$ cat config.mk
export PLATFORM = sky130hd
export DESIGN_NAME = cdb_arb
export DESIGN_NICKNAME = d
export VERILOG_FILES = /design/src/rtl/cdb_arb.sv
export SDC_FILE = /design/constraint.sdc
export NUM_CORES = 1
export LEC_CHECK = 0
export CAP_MARGIN = 20
export CORE_MARGIN = 8
export CORE_UTILIZATION = 59
export DETAILED_ROUTE_END_ITERATION = 16
export GPL_TIMING_DRIVEN = 0
export PLACE_DENSITY = 0.82
export SETUP_SLACK_MARGIN = 0.5
export SLEW_MARGIN = 25
export SYNTH_ARGS = -nofsm -noshare
export SYNTH_HDL_FRONTEND = slang
export SYNTH_SLANG_ARGS = --single-unit
$ cat constraint.sdc
create_clock -name clk -period 5.86 [get_ports clk]
set_input_delay 0.586 -clock clk [delete_from_list [all_inputs] [get_ports clk]]
set_output_delay 0.586 -clock clk [all_outputs]
set_load 0.02 [all_outputs]
$ cat src/rtl/cdb_arb.sv
// Common data bus arbiter: per-source result FIFOs drained round-robin onto
// N_CDB registered broadcast channels, with flush and backpressure.
module cdb_arb #(
    parameter int ROB_SIZE_CLOG = 5,
    parameter int DATA_LEN      = 32,
    parameter int N_SRC         = 4,
    parameter int N_CDB         = 2,
    parameter int FIFO_DEPTH    = 2
) (
    input  logic                                    clk,
    input  logic                                    rst_n,
    input  logic                                    flush,
    input  logic [N_SRC-1:0]                        src_v,
    input  logic [N_SRC-1:0][ROB_SIZE_CLOG-1:0]     src_robid,
    input  logic [N_SRC-1:0][DATA_LEN-1:0]          src_data,
    output logic [N_SRC-1:0]                        src_rdy,
    output logic [N_CDB-1:0]                        cdb_v,
    output logic [N_CDB-1:0][ROB_SIZE_CLOG-1:0]     cdb_robid,
    output logic [N_CDB-1:0][DATA_LEN-1:0]          cdb_data,
    output logic                                    busy
);
    localparam int PTR_W = (FIFO_DEPTH > 1) ? $clog2(FIFO_DEPTH) : 1;
    localparam int CNT_W = $clog2(FIFO_DEPTH + 1);
    localparam int SRC_W = $clog2(N_SRC);
    localparam int ENT_W = ROB_SIZE_CLOG + DATA_LEN;

    logic [N_SRC-1:0]                    nonempty;
    logic [N_SRC-1:0]                    pop;
    logic [N_SRC-1:0][ROB_SIZE_CLOG-1:0] head_robid;
    logic [N_SRC-1:0][DATA_LEN-1:0]      head_data;

    logic [SRC_W-1:0] rr_ptr_q, rr_ptr_d;
    logic [N_CDB-1:0]                    cdb_v_q;
    logic [N_CDB-1:0][ROB_SIZE_CLOG-1:0] cdb_robid_q;
    logic [N_CDB-1:0][DATA_LEN-1:0]      cdb_data_q;

    function automatic logic [PTR_W-1:0] ptr_inc(input logic [PTR_W-1:0] p);
        if (p == PTR_W'(FIFO_DEPTH - 1)) begin
            return '0;
        end
        return p + PTR_W'(1);
    endfunction

    for (genvar gi = 0; gi < N_SRC; gi++) begin : g_fifo
        logic [ENT_W-1:0] mem_q [FIFO_DEPTH];
        logic [CNT_W-1:0] count_q, count_d;
        logic [PTR_W-1:0] rd_ptr_q, rd_ptr_d;
        logic [PTR_W-1:0] wr_ptr_q, wr_ptr_d;
        logic             push;
        logic [ENT_W-1:0] head;

        // Ready comes only from the registered count: no same-cycle pop bypass.
        assign src_rdy[gi]    = (count_q < CNT_W'(FIFO_DEPTH));
        assign nonempty[gi]   = (count_q != '0);
        assign push           = src_v[gi] & src_rdy[gi];
        assign head           = mem_q[rd_ptr_q];
        assign head_robid[gi] = head[ENT_W-1:DATA_LEN];
        assign head_data[gi]  = head[DATA_LEN-1:0];

        always_ff @(posedge clk) begin
            if (push) begin
                mem_q[wr_ptr_q] <= {src_robid[gi], src_data[gi]};
            end
        end

        always_comb begin
            count_d  = count_q;
            rd_ptr_d = rd_ptr_q;
            wr_ptr_d = wr_ptr_q;
            if (flush) begin
                count_d  = '0;
                rd_ptr_d = '0;
                wr_ptr_d = '0;
            end else begin
                if (push) begin
                    wr_ptr_d = ptr_inc(wr_ptr_q);
                end
                if (pop[gi]) begin
                    rd_ptr_d = ptr_inc(rd_ptr_q);
                end
                case ({push, pop[gi]})
                    2'b10:   count_d = count_q + CNT_W'(1);
                    2'b01:   count_d = count_q - CNT_W'(1);
                    default: count_d = count_q;
                endcase
            end
        end

        always_ff @(posedge clk) begin
            if (!rst_n) begin
                count_q  <= '0;
                rd_ptr_q <= '0;
                wr_ptr_q <= '0;
            end else begin
                count_q  <= count_d;
                rd_ptr_q <= rd_ptr_d;
                wr_ptr_q <= wr_ptr_d;
            end
        end
    end

    logic [N_CDB-1:0]            grant_v;
    logic [N_CDB-1:0][SRC_W-1:0] grant_src;
    logic [SRC_W-1:0]            last_src;
    logic [SRC_W:0]              scan_sum;
    logic [SRC_W-1:0]            scan_idx;
    int                          n_grant;

    // Walk sources from rr_ptr; the n-th non-empty head lands on channel n.
    always_comb begin
        grant_v   = '0;
        grant_src = '0;
        pop       = '0;
        last_src  = rr_ptr_q;
        scan_sum  = '0;
        scan_idx  = '0;
        n_grant   = 0;
        for (int off = 0; off < N_SRC; off++) begin
            scan_sum = {1'b0, rr_ptr_q} + (SRC_W + 1)'(off);
            if (scan_sum >= (SRC_W + 1)'(N_SRC)) begin
                scan_sum = scan_sum - (SRC_W + 1)'(N_SRC);
            end
            scan_idx = scan_sum[SRC_W-1:0];
            if (nonempty[scan_idx] && (n_grant < N_CDB)) begin
                for (int k = 0; k < N_CDB; k++) begin
                    if (k == n_grant) begin
                        grant_v[k]   = 1'b1;
                        grant_src[k] = scan_idx;
                    end
                end
                pop[scan_idx] = 1'b1;
                last_src      = scan_idx;
                n_grant       = n_grant + 1;
            end
        end
    end

    always_comb begin
        rr_ptr_d = rr_ptr_q;
        if (!flush && (grant_v != '0)) begin
            if (last_src == SRC_W'(N_SRC - 1)) begin
                rr_ptr_d = '0;
            end else begin
                rr_ptr_d = last_src + SRC_W'(1);
            end
        end
    end

    always_ff @(posedge clk) begin
        if (!rst_n) begin
            rr_ptr_q    <= '0;
            cdb_v_q     <= '0;
            cdb_robid_q <= '0;
            cdb_data_q  <= '0;
        end else begin
            rr_ptr_q <= rr_ptr_d;
            cdb_v_q  <= flush ? '0 : grant_v;
            for (int k = 0; k < N_CDB; k++) begin
                if (grant_v[k] && !flush) begin
                    cdb_robid_q[k] <= head_robid[grant_src[k]];
                    cdb_data_q[k]  <= head_data[grant_src[k]];
                end
            end
        end
    end

    assign cdb_v     = cdb_v_q;
    assign cdb_robid = cdb_robid_q;
    assign cdb_data  = cdb_data_q;
    assign busy      = (|nonempty) | (|cdb_v_q);

endmodule

==> summary.txt <==
Outcome
  – Status: complete, no violations

Global routing
  – Gr ovfl total: 0
  – First-pass GRT wire length: approximately 70000 um
  – Initial antenna violation count: 5
  – Largest net degree at the start of global routing: 38
  – Total track usage: 27.5%
  – Vias in the first global route: about 12000

Logic synthesis
  – FFs w/ async S/R, synth: 0%
  – Post-Syn Area: about 17000 um2
  – EDFF count, synth: 296
  – Ys Warns: 0
  – Synthesized flop and latch total: a little under 400
  – Most common flop cell mapped by yosys: edfxtp_1
  – Syn_nets: around 1300
  – Avg Inst Size Synth: 15.0 um2
  – Synth unique cells: 55
  – Sequential share of the synthesized area: 64.2%
  – Post-synthesis instance total: ~1100

Clock tree
  – Setup Buffers After CTS: 0
  – Worst-Skew Late Latency: about 0.54 ns
  – CTS sink count: around 390
  – Worst-path clk slew: 0.06 ns
  – CTS tree: done
  – CTS root buf: clkbuf_16
  – PostCTS Resize Cnt: 0
  – Htree depth: 2
  – CTS Buf Count: 40
  – CTS Buffer Depth: 3
  – Hold_buf cts: 0

Hold path
  – Worst Hold Launch: cdb_data[55]
  – End of the worst hold path: cdb_data[55]
  – Min-Delay Path Class: flop to flop
  – Min-Delay Path Depth: 2

Placed design
  – Dpl cells: around 1800
  – Pre-CTS WS: around 0.63 ns
  – I/O Buffers: approximately 240
  – Placed cell areas: between 15000 and 20000 um2
  – HPWL after DPL: between 30000 and 40000 um
  – Placer Congestion: about 0.86

Die
  – Die X: ~190 um
  – Row count: a little over 60
  – Total I/O pin count: 236
  – Die H: about 190 um
  – Die area: 34300 um2
  – Placeable Area: about 28000 um2
  – Initial Util: about three fifths

STA
  – Fmax: ~200 MHz
  – Setup TNS: 0 ns
  – Setup-violating endpoint count in the final report: 0
  – Pins Over Slew Limit: 0
  – Final WS setup: ~0.73 ns
  – Slew @ Worst Pin: about 1.0 ns
  – Period utilization: 87.5%
  – Setup Skew: roughly 0.020 ns
  – Unrepaired setup endpoints after global routing: false
  – Post-layout min period: between 5 and 6 ns
  – Rel. slew slack: between 30% and 40%
  – Final-report hold violation count: 0
  – Worst hold margin: between 0.5 and 0.6 ns

Worst setup path
  – Worst setup EP type: flop
  – Crit path launch type: flop
  – Critical path peak fanout: 11
  – Reg2reg end: cdb_data[28]
  – Slowest-stage cell, CP: dfxtp_1
  – Levels on crit path: 15
  – Critical path required time: 6.24 ns
  – WS Path Type: flop to flop
  – Crit path DAT: approximately 5.5 ns
  – CP max stage delay: around 0.61 ns
  – R2R depth: 15
  – Crit-path leading delay family: buffers and inverters
  – Crit path buffers/inverters: 5
  – Worst-path cell chain: inv_2 -> ha_1 -> clkbuf_1 -> mux4_2 -> buf_2 -> ha_1 -> nand2b_1 -> or4_4 -> a21oi_4 -> a31oi_1 -> a21oi_1 -> and2_1 -> buf_2 -> buf_2 -> a221oi_2
  – Cell mode on critical path: buf_2
  – Setup slack, reg-to-reg: 0.73 ns
  – Crit Reg-Reg Startpoint: rr_ptr_q[0]

Flow run
  – Number of max-cap violations: 0

Routing
  – Vias per cell: roughly 6.1
  – Vias: around 11000
  – 1st-iter DRT viols: approximately 1100
  – Wirelength, routed: approximately 48000 um
  – WL per Instance: ~26 um
  – ANT nets after route: 0
  – Number of remaining DRC errors: 0
  – Pre-Repair DR Iteration Count: 5

Layout
  – Design area: between 20000 and 25000 um2
  – Area Overhead vs Synth: 26.5%
  – Nets@finish: around 1600
  – Post-Layout Cell Count: ~1800
  – Ratio of cells with drive above 1 in the final layout: between 10% and 20%
  – Core Util, Final: 75.1%

Pwr
  – Peak supply drop: just under 300 uV
  – Leakage: roughly 7.4 nW
  – Tot Pwr: approximately 11 mW
  – PD cells: ~510 nW/um2
final cells by class:
class                           instances  area, um2
Buffer                                 71        363
Inverter                               11       41.3
Clock inverter                         15        146
Multi-Input combinational cell        651       5710
Fill cell                            1785       7080
Antenna cell                            6       15.0
Timing Repair Buffer                  244       2550
Tap cell                              384        480
Sequential cell                       394      10900
Clock buffer                           59       1230
where the power goes:
group	switching, mW	internal, mW
clock	1.07	1.55
combinational	2.73	2.01
sequential	0.200	3.40
total	4.00	6.97
registers in the layout (all words and copies together) (netlist names), named ones only:
name,cells
cdb_data,64
cdb_robid,10
cdb_v,2
g_fifo.count_q,8
g_fifo.mem_q,296
g_fifo.rd_ptr_q,4
g_fifo.wr_ptr_q,4
rr_ptr_q,2
cells in the final DEF (no fill, tap or decap), types with 3 or more instances in the layout:
cell               n
a21oi_1           13
a221oi_2          37
a222oi_1           4
and2_1             5
and3_4             4
buf_12             5
buf_16             3
buf_2             15
buf_4              5
buf_6              7
clkbuf_1          49
clkbuf_16         44
clkbuf_8           7
clkdlybuf4s50_1  235
clkinv_2           7
dfxtp_1           98
diode_2            6
edfxtp_1         296
ha_1              16
inv_1             10
mux2_1            37
mux2_2            16
mux2_4            22
mux2i_1          225
mux4_2             4
nand2_1           18
nand2b_1           3
nor2_1            60
nor2_4             5
nor3_1             3
o21ai_0           80
o22ai_1           38
or2_2              5
or3_1              6
xnor2_1           11
xor2_1             8
cell usage after synthesis, drive strengths merged (14+ instances only):
| cell type | instances | area [um2] |
|---|---|---|
| a21oi | 14 | 81.3 |
| a221oi | 37 | 556 |
| buf | 29 | 200 |
| clkbuf | 42 | 158 |
| dfxtp | 98 | 1960 |
| edfxtp | 296 | 8890 |
| ha | 16 | 200 |
| mux2 | 75 | 927 |
| mux2i | 225 | 2250 |
| nand2 | 18 | 67.6 |
| nor2 | 67 | 259 |
| o21ai | 82 | 414 |
| o22ai | 38 | 238 |
worst max path at each step:
stage,startpoint,to,slack [ns]
2_1_floorplan,rr_ptr_q[0],cdb_data[14],1.85
3_3_place_gp,rr_ptr_q[0],cdb_data[29],0.66
3_5_place_dp,rr_ptr_q[0],cdb_data[28],0.63
4_1_cts,rr_ptr_q[0],cdb_data[28],0.59
5_1_grt,rr_ptr_q[0],cdb_data[59],0.51
6_report,rr_ptr_q[0],cdb_data[28],0.73
routing by layer:
metal	share of wire [%]	global-route usage (%)
met1	41	36.6
met2	48	44.2
met3	8.0	4.85
met4	3.8	11.7
met5	0	0
logic make-up after synthesis:
logic type      after synthesis  synth area share, %
buf+inv                      82                 2.36
flops                       394                 64.2
mux                         304                 19.3
compound gates              190                 8.57
xor+xnor                     19                0.985
fa+ha+maj                    16                 1.18
simple gates                122                 3.36
worst reg2reg max path, cell delays in order, from the launching register on:
cell and delay [ns]:
dfxtp_1 0.61, inv_2 0.24, ha_1 0.33, clkbuf_1 0.38
mux4_2 0.47, buf_2 0.23, ha_1 0.37, nand2b_1 0.16
or4_4 0.46, a21oi_4 0.21, a31oi_1 0.07, a21oi_1 0.37
and2_1 0.19, buf_2 0.30, buf_2 0.48, a221oi_2 0.13
No activity file was read; power rests on OpenSTA's default activity.
